===== src/rtl/mult_div_unit.sv =====
// mult_div_unit: iterative multiply/divide unit with HI/LO result registers.
// One shift-add (multiply) or restoring-divide step per clock, WIDTH steps
// per operation. Optional macro MDU_SIGNED_EN enables signed MULT/DIV
// (op[1] = 1); without it op[1] is ignored and every operation is unsigned.
module mult_div_unit #(
    parameter int WIDTH = 32
) (
    input  logic             clk,
    input  logic             reset,
    input  logic             start,
    input  logic [1:0]       op,
    input  logic [WIDTH-1:0] a,
    input  logic [WIDTH-1:0] b,
    input  logic             hi_wr,
    input  logic             lo_wr,
    input  logic [WIDTH-1:0] wr_data,
    output logic             busy,
    output logic             done,
    output logic             div_by_zero,
    output logic [WIDTH-1:0] hi,
    output logic [WIDTH-1:0] lo
);

    localparam int CNT_W = (WIDTH > 1) ? $clog2(WIDTH) : 1;
    localparam logic [CNT_W-1:0] LAST_STEP = CNT_W'(WIDTH - 1);

    typedef enum logic [1:0] {
        S_IDLE = 2'd0,
        S_RUN  = 2'd1,
        S_DONE = 2'd2
    } state_t;

    state_t           r_state;
    state_t           w_state_nxt;
    logic             w_accept;
    logic             w_last;
    logic             w_mt_ok;

    logic [CNT_W-1:0] r_cnt;
    logic             r_is_div;
    logic [WIDTH-1:0] r_opnd;     // multiplicand or divisor magnitude
    logic [WIDTH-1:0] r_acc_hi;   // partial product high / running remainder
    logic [WIDTH-1:0] r_acc_lo;   // multiplier bits / dividend-then-quotient bits
    logic [WIDTH-1:0] r_a_raw;    // original dividend, returned on divide by zero
    logic             r_b_zero;
    logic [WIDTH-1:0] r_hi;
    logic [WIDTH-1:0] r_lo;
    logic             r_dbz;

    logic [WIDTH-1:0] w_a_mag;
    logic [WIDTH-1:0] w_b_mag;

`ifdef MDU_SIGNED_EN
    logic             w_a_neg;
    logic             w_b_neg;
    logic             r_neg_res;  // product/quotient sign differs from magnitude
    logic             r_neg_a;    // remainder follows the dividend's sign

    assign w_a_neg = op[1] & a[WIDTH-1];
    assign w_b_neg = op[1] & b[WIDTH-1];
    assign w_a_mag = w_a_neg ? -a : a;
    assign w_b_mag = w_b_neg ? -b : b;
`else
    logic             w_unused_op_sign;

    assign w_unused_op_sign = op[1];
    assign w_a_mag          = a;
    assign w_b_mag          = b;
`endif

    // State register
    // NOTE: sequential state uses non-blocking assignments so every flop
    // samples pre-edge values regardless of block ordering.
    always_ff @(posedge clk or negedge reset) begin
        if (!reset) begin
            r_state <= S_IDLE;
        end else begin
            r_state <= w_state_nxt;
        end
    end

    // Next-state decode, operation acceptance and MTHI/MTLO qualification
    // NOTE: every always_comb output gets a default first, so no path can
    // leave a signal unassigned and infer a latch.
    always_comb begin
        w_state_nxt = r_state;
        w_accept    = 1'b0;
        w_last      = 1'b0;
        w_mt_ok     = 1'b0;
        case (r_state)
            S_IDLE, S_DONE: begin
                w_accept    = start;
                w_mt_ok     = !start;
                w_state_nxt = start ? S_RUN : S_IDLE;
            end
            S_RUN: begin
                w_last = (r_cnt == LAST_STEP);
                if (w_last) begin
                    w_state_nxt = S_DONE;
                end
            end
            default: w_state_nxt = S_IDLE;
        endcase
    end

    logic [WIDTH:0]   w_sum;
    logic [WIDTH:0]   w_rem_sh;
    logic [WIDTH:0]   w_diff;
    logic             w_ge;
    logic [WIDTH-1:0] w_acc_hi_nxt;
    logic [WIDTH-1:0] w_acc_lo_nxt;

    // One iteration: shift-add for multiply, restoring subtract for divide
    always_comb begin
        w_sum    = {1'b0, r_acc_hi} + (r_acc_lo[0] ? {1'b0, r_opnd} : '0);
        w_rem_sh = {r_acc_hi, r_acc_lo[WIDTH-1]};
        w_ge     = (w_rem_sh >= {1'b0, r_opnd});
        w_diff   = w_rem_sh - {1'b0, r_opnd};
        if (r_is_div) begin
            w_acc_hi_nxt = w_ge ? w_diff[WIDTH-1:0] : w_rem_sh[WIDTH-1:0];
            w_acc_lo_nxt = {r_acc_lo[WIDTH-2:0], w_ge};
        end else begin
            w_acc_hi_nxt = w_sum[WIDTH:1];
            w_acc_lo_nxt = {w_sum[0], r_acc_lo[WIDTH-1:1]};
        end
    end

    logic [2*WIDTH-1:0] w_prod;
    logic [WIDTH-1:0]   w_res_hi;
    logic [WIDTH-1:0]   w_res_lo;

    // Final HI/LO values from the last iteration, with sign and zero fix-ups
    always_comb begin
        w_prod   = {w_acc_hi_nxt, w_acc_lo_nxt};
        w_res_hi = w_acc_hi_nxt;
        w_res_lo = w_acc_lo_nxt;
        if (!r_is_div) begin
`ifdef MDU_SIGNED_EN
            if (r_neg_res) begin
                w_prod = -{w_acc_hi_nxt, w_acc_lo_nxt};
            end
`endif
            w_res_hi = w_prod[2*WIDTH-1:WIDTH];
            w_res_lo = w_prod[WIDTH-1:0];
        end else if (r_b_zero) begin
            w_res_hi = r_a_raw;
            w_res_lo = '1;
        end else begin
`ifdef MDU_SIGNED_EN
            // -2^(WIDTH-1) / -1 needs no special case: the magnitude quotient
            // is 2^(WIDTH-1), signs agree, so it passes through unchanged.
            if (r_neg_res) begin
                w_res_lo = -w_acc_lo_nxt;
            end
            if (r_neg_a) begin
                w_res_hi = -w_acc_hi_nxt;
            end
`endif
        end
    end

    // Operand capture, iteration registers and the architectural HI/LO
    always_ff @(posedge clk or negedge reset) begin
        if (!reset) begin
            r_cnt     <= '0;
            r_is_div  <= 1'b0;
            r_opnd    <= '0;
            r_acc_hi  <= '0;
            r_acc_lo  <= '0;
            r_a_raw   <= '0;
            r_b_zero  <= 1'b0;
            r_hi      <= '0;
            r_lo      <= '0;
            r_dbz     <= 1'b0;
`ifdef MDU_SIGNED_EN
            r_neg_res <= 1'b0;
            r_neg_a   <= 1'b0;
`endif
        end else begin
            if (w_accept) begin
                r_cnt     <= '0;
                r_is_div  <= op[0];
                r_opnd    <= op[0] ? w_b_mag : w_a_mag;
                r_acc_hi  <= '0;
                r_acc_lo  <= op[0] ? w_a_mag : w_b_mag;
                r_a_raw   <= a;
                r_b_zero  <= (b == '0);
                r_dbz     <= 1'b0;
`ifdef MDU_SIGNED_EN
                r_neg_res <= w_a_neg ^ w_b_neg;
                r_neg_a   <= w_a_neg;
`endif
            end else if (r_state == S_RUN) begin
                r_cnt    <= r_cnt + 1'b1;
                r_acc_hi <= w_acc_hi_nxt;
                r_acc_lo <= w_acc_lo_nxt;
                if (w_last) begin
                    r_hi  <= w_res_hi;
                    r_lo  <= w_res_lo;
                    r_dbz <= r_is_div & r_b_zero;
                end
            end
            // MTHI/MTLO only land when no operation is running or starting
            if (w_mt_ok && hi_wr) begin
                r_hi <= wr_data;
            end
            if (w_mt_ok && lo_wr) begin
                r_lo <= wr_data;
            end
        end
    end

    assign busy        = (r_state == S_RUN);
    assign done        = (r_state == S_DONE);
    assign div_by_zero = r_dbz;
    assign hi          = r_hi;
    assign lo          = r_lo;

endmodule


===== config.mk =====
export PLATFORM = sky130hd
export DESIGN_NAME = mult_div_unit
export DESIGN_NICKNAME = d
export VERILOG_FILES = /design/src/rtl/mult_div_unit.sv
export SDC_FILE = /design/constraint.sdc
export NUM_CORES = 1
export LEC_CHECK = 0
export BUFFER_PORTS_ARGS = -buffer_cell sky130_fd_sc_hd__buf_2
export CORE_ASPECT_RATIO = 1.75
export CORE_MARGIN = 2
export CORE_UTILIZATION = 40
export DETAILED_ROUTE_END_ITERATION = 16
export GPL_TIMING_DRIVEN = 0
export PLACE_DENSITY = 0.6
export SYNTH_ARGS = -nofsm -noshare
export SYNTH_HDL_FRONTEND = slang
export SYNTH_SLANG_ARGS = --single-unit
export TNS_END_PERCENT = 10

===== constraint.sdc =====
create_clock -name clk -period 3.54 [get_ports clk]
set_clock_uncertainty 0.2 [all_clocks]
set_input_delay 0.354 -clock clk [delete_from_list [all_inputs] [get_ports clk]]
set_output_delay 0.354 -clock clk [all_outputs]
set_load 0.01 [all_outputs]

**Word-level counts from Yosys, hierarchy flattened**

Index checks and enable logic that the tools add are counted.

- Input port bits: 103
- Word-level logic and storage cells: 70
- Bits in registers: 202
- Output and inout bits: 67

- Bitwise logic cells: 1
- Multiplexer cells: 33
- $add $sub $neg: 3
- Reduce and logical (&&, ||, !) cells: 15
- Equal/unequal tests: 6
- Order comparisons: 1

Operator list:

| cell | number |
|---|---|
| $mux W32 | 22 |
| $add A32 B32 Y33 | 1 |
| $ge A33 B32 Y1 | 1 |
| $logic_not A32 Y1 | 1 |
| $sub A32 B32 Y32 | 1 |
| $reduce_bool A2 Y1 | 6 |
| $mux W5 | 2 |
| $mux W1 | 7 |
| $ne A2 B1 Y1 const B | 3 |
| $reduce_and A3 Y1 | 2 |
| $add A5 B1 Y5 const B | 1 |
| $eq A5 B5 Y1 const B | 1 |
| $pmux W2 S2 | 1 |
| $eq A2 B1 Y1 const B | 1 |
| $eq A2 B2 Y1 const B | 1 |
| $logic_and A1 B1 Y1 | 2 |
| $logic_not A2 Y1 | 1 |
| $mux W2 | 1 |
| $reduce_and A2 Y1 | 1 |
| $reduce_or A2 Y1 | 1 |
| $and A1 B1 Y1 | 1 |
| $logic_not A1 Y1 | 1 |

**Logic depth before layout (Yosys ltp)**

- Word-level depth: 9
- Gate-level depth with buffers: 14
- Depth with buffers taken out: 13

**Worst setup path after synthesis**

No wires, ideal clock.

- Kind: flip-flop to flip-flop
- From: reg r_acc_lo[0]
- To: reg r_acc_hi[29]
- Data required time: 3.214 ns
- Path buffers: 2
- Slack: 0.432 ns
- Setup time: 0.126 ns
- Clock period less this slack: 3.108 ns
- Arrival: 2.782 ns
- Cell stages (with the launch flop): 12
- Cells stage by stage: dfrtp_1 > clkbuf_1 > and2_1 > ha_1 > clkbuf_1 > a21o_1 > a221o_1 > a221oi_1 > o31ai_1 > a221oi_1 > xnor2_1 > a221o_1

- Word-level cells in the longest chain between the ends: 5

RTL lines:

| element | RTL line | source |
|---|---|---|
| from (decl) | 43 | `logic [WIDTH-1:0] r_acc_lo;` |
| from (signal assigned) | 185 | `r_acc_lo <= op[0] ? w_a_mag : w_b_mag;` |
| from (signal assigned) | 196 | `r_acc_lo <= w_acc_lo_nxt;` |
| $mux W32 | 115 | `w_sum = {1'b0, r_acc_hi} + (r_acc_lo[0] ? {1'b0, r_opnd} : '0);` |
| $add A32 B32 Y33 | 115 |  |
| $mux W32 | 119 | `if (r_is_div) begin` |
| $mux W32 | 193 | `end else if (r_state == S_RUN) begin` |
| $mux W32 | 180 | `if (w_accept) begin` |
| to (signal assigned) | 195 | `r_acc_hi <= w_acc_hi_nxt;` |
| to (decl) | 42 | `logic [WIDTH-1:0] r_acc_hi;` |

Every way passes these cells. The select of a mux whose other input is x is not followed.
A chain may end at the register's enable or synchronous reset.

**Final worst setup path**

- From: reg r_opnd[15]
- To: reg r_acc_hi[19]

- Word-level cells in the longest chain between the ends: 5
- Elaborated cells on any way between the ends: 8
- Those cells by class: 2 x add/sub; 1 x order compare; 5 x mux

RTL lines:

| element | RTL line | source |
|---|---|---|
| from (decl) | 41 | `logic [WIDTH-1:0] r_opnd;` |
| from (signal assigned) | 183 | `r_opnd <= op[0] ? w_b_mag : w_a_mag;` |
| $mux W32 (tied with other cells) | 115 |  |
| $add A32 B32 Y33 / $mux W32 (equally long branches) | 115, 120 |  |
| $mux W32 (*) | 119 |  |
| $mux W32 (*) | 193 |  |
| $mux W32 (*) | 180 |  |

Mark *: on every way between the ends. The rest lies on a longest branch, timed or not. The select of a mux whose other input is x is not followed.

==> flow_summary.ini <==
[critical_path]
endpoint_kind = register
path_max_fanout = 10
startpoint_type = register
critPathKind = register to register
cp.arrival_ps = 3760
worstPathRequired_ps = 3760

[sta]
clock.fmax_mhz = 282
slew_headroom = 0.231
worst_pin_slew_ps = 1150
grt_setup_unrepaired = yes
slew_viol_final = 0
hold_viol = 0
timing.setup.tns_ps = -8.92
fin_crit_sh = 1.00
finalSetupViolations = 2
finalCriticalPeriod_ps = 3550
setup_slack_ps = -6.39

[clock_tree]
cts_tree = done
path_clk_slew_ps = 80
cts-htree-levels = 1
cts_buffers = 19
clkLatencyLatePin_ps = 520
cts_root_buf = clkbuf_16
clock_path_buffers = 3
cts.sinks = 202

[die]
rows = 92
die_width_um = 148
die_y_um = 256
core_um2 = 35800
io_pins = 170
initial_core_util = 0.404
die-area_um2 = 37800

[synth]
netlist_top_cells_area = dfrtp_1 35%, mux2i_1 7.8%, nand2_1 7.5%, ha_1 5.7%, a21oi_1 5.5%
yosys_warnings = 0
synth.distinct_cells = 87
yosysTopAreaCellShare = 0.349
synthesis.nets = 1910
yosysTopAreaCell = dfrtp_1
syn_avg_cell_area_um2 = 8.32
ys_seq_area_frac = 0.349
synth_area_um2 = 14500
ys.flop_type = dfrtp_1
synth_cells = 1739
ys_seq_elements = 202
synth_enable_flop_cells = 0
async_flop_share = 1.00

[route]
drt_wl_total_um = 66600
vias = 15346
routed_via_density = 6.11
firstDrtPassIters = 5
wire_per_inst_um = 26.5
drt_iter0_markers = 1230
drcViolationCount = 0
antenna_left = 0

[final_layout]
num-fill-cells = 3441
nNetsFinal = 2203
drive_above_1_share = 0.187
area.growth.synth_to_final_pct = 26.1
mostFrequentLayoutCell = nand2_1
final_cell_mix = 286 x nand2_1, 191 x dfrtp_1, 167 x buf_2
design_area_um2 = 18200
diodes = 0
utilization = 0.509

[pwr]
peakVddDrop_uv = 523
p_leak_uw = 0.00803
pwr_density_cell_nw_per_um2 = 1290

[place]
portBuffers = 167
dp_hpwl_um = 51900
place_congestion = 0.942
dpl-instance-area_um2 = 16000

[global_route]
grt-ovfl-total = 0
grt_pass1_vias = 15775
antenna_found_initial = 0
grt_first_pass_wirelength_um = 97900
grt_use_total = 0.346
grt_max_degree = 88

[status]
violations = setup timing
outcome = finished with violations

[hold_path]
hold_class = input pin to register

[run]
cap_violations = 0
## metrics by stage
step / hold slack, ps / setup WS, ps / cells / total power, uW
floorplan: -142 / 432 / 1739 / 14200
global placement: 253 / -1750 / 2376 / 18700
detailed placement: 58.9 / -1180 / 2378 / 18900
CTS: 0.00400 / -7.22 / 2504 / 22200
global route: 19.7 / -73.5 / 2513 / 24900
finish: 6.40 / -6.39 / 2513 / 23600
## worst paths after layout
check | cells after the start | start | slack [ps] | end
max in group asynchronous | 4 | reset | 1770 | r_opnd[26]$_DFFE_PN0P_
min reg2reg | 2 | r_a_raw[9]$_DFFE_PN0P_ | 270 | r_a_raw[9]$_DFFE_PN0P_
min | 3 | b[21] | 6 | r_acc_lo[21]$_DFFE_PN0P_
max reg2reg | 15 | r_opnd[15]$_DFFE_PN0P_ | -6 | r_acc_hi[19]$_DFFE_PN0P_
max | 15 | r_opnd[15]$_DFFE_PN0P_ | -6 | r_acc_hi[19]$_DFFE_PN0P_
min in group asynchronous | 2 | reset | 110 | lo[5]$_DFFE_PN0P_
## layout make-up
cell class / count / area (um^2) / share of cell area
multi-input cells: 1365 / 9250 / 0.507
flip-flops and latches: 202 / 5070 / 0.278
repair buffers: 273 / 1900 / 0.104
well taps: 470 / 588 / 0.0322
plain buffers: 115 / 581 / 0.0318
clock buffers: 26 / 562 / 0.0308
inverters: 56 / 210 / 0.0115
clock inverters: 6 / 86.3 / 0.00473
## worst max-delay path, stage by stage (launching register included)
cell,delay [ps]
dfrtp_1,440
inv_1,70
ha_1,290
buf_6,130
nand4_4,120
or3_4,380
a2111oi_4,320
buf_4,200
nor4b_4,50
buf_4,170
nor2_4,100
buf_6,160
buf_12,180
mux2i_4,270
nand2_1,80
a32o_1,280
## power breakdown
group          total [uW]  internal [uW]  switching [uW]
Combinational       16600           6750            9830
Clock                2250           1260             992
Sequential           4750           3490            1260
## cell families (layout without fill, tap and decap cells)
logic type,count (synthesis),after routing,synth area share
simple gates,568,568,0.176
buf+inv,172,476,0.0509
fa+ha+maj,68,68,0.0599
flops,202,202,0.349
mux,127,127,0.0914
compound gates,544,544,0.238
xor+xnor,58,58,0.0351
## synth_stat cells (15+ instances only)
library cell and instances:
nand2_1 289, dfrtp_1 202, a21oi_1 158, o21ai_0 131, nor2_1 124, mux2i_1 113, clkbuf_1 81, ha_1 66
inv_1 54, and2_1 39, o211ai_1 32, xnor2_1 32, a211oi_1 29, xor2_1 26, nor3_1 24, a21o_1 23
o22ai_1 21, buf_1 20, a31oi_1 19, o21ai_1 19, nand3_1 17, nand4_1 16, o221ai_1 16, nand2b_1 15
## per-layer routing
layer / GRT usage / part of all wire / routed length [um]
met5: 0 / 0 / 0
met4: 0.263 / 0.091 / 6100
met3: 0.0371 / 0.066 / 4410
met2: 0.605 / 0.50 / 33200
met1: 0.380 / 0.34 / 22900
## state kept, by name (all words and copies together), names as in the netlist
signal,flops
lo,32
r_a_raw,32
r_b_zero,1
hi,32
r_state,2
div_by_zero,1
r_acc_lo,32
r_acc_hi,32
r_is_div,1
r_cnt,5
r_opnd,32
## what timing repair did
action	4_1_cts	5_1_grt
pin swaps	14	28
setup endpoints to repair	66	63
gates resized for setup	76	82
hold buffers	75	0
cloned	0	1
buffers inserted	19	9
hold endpoints to repair	210	0
No activity file was read; power rests on OpenSTA's default activity.
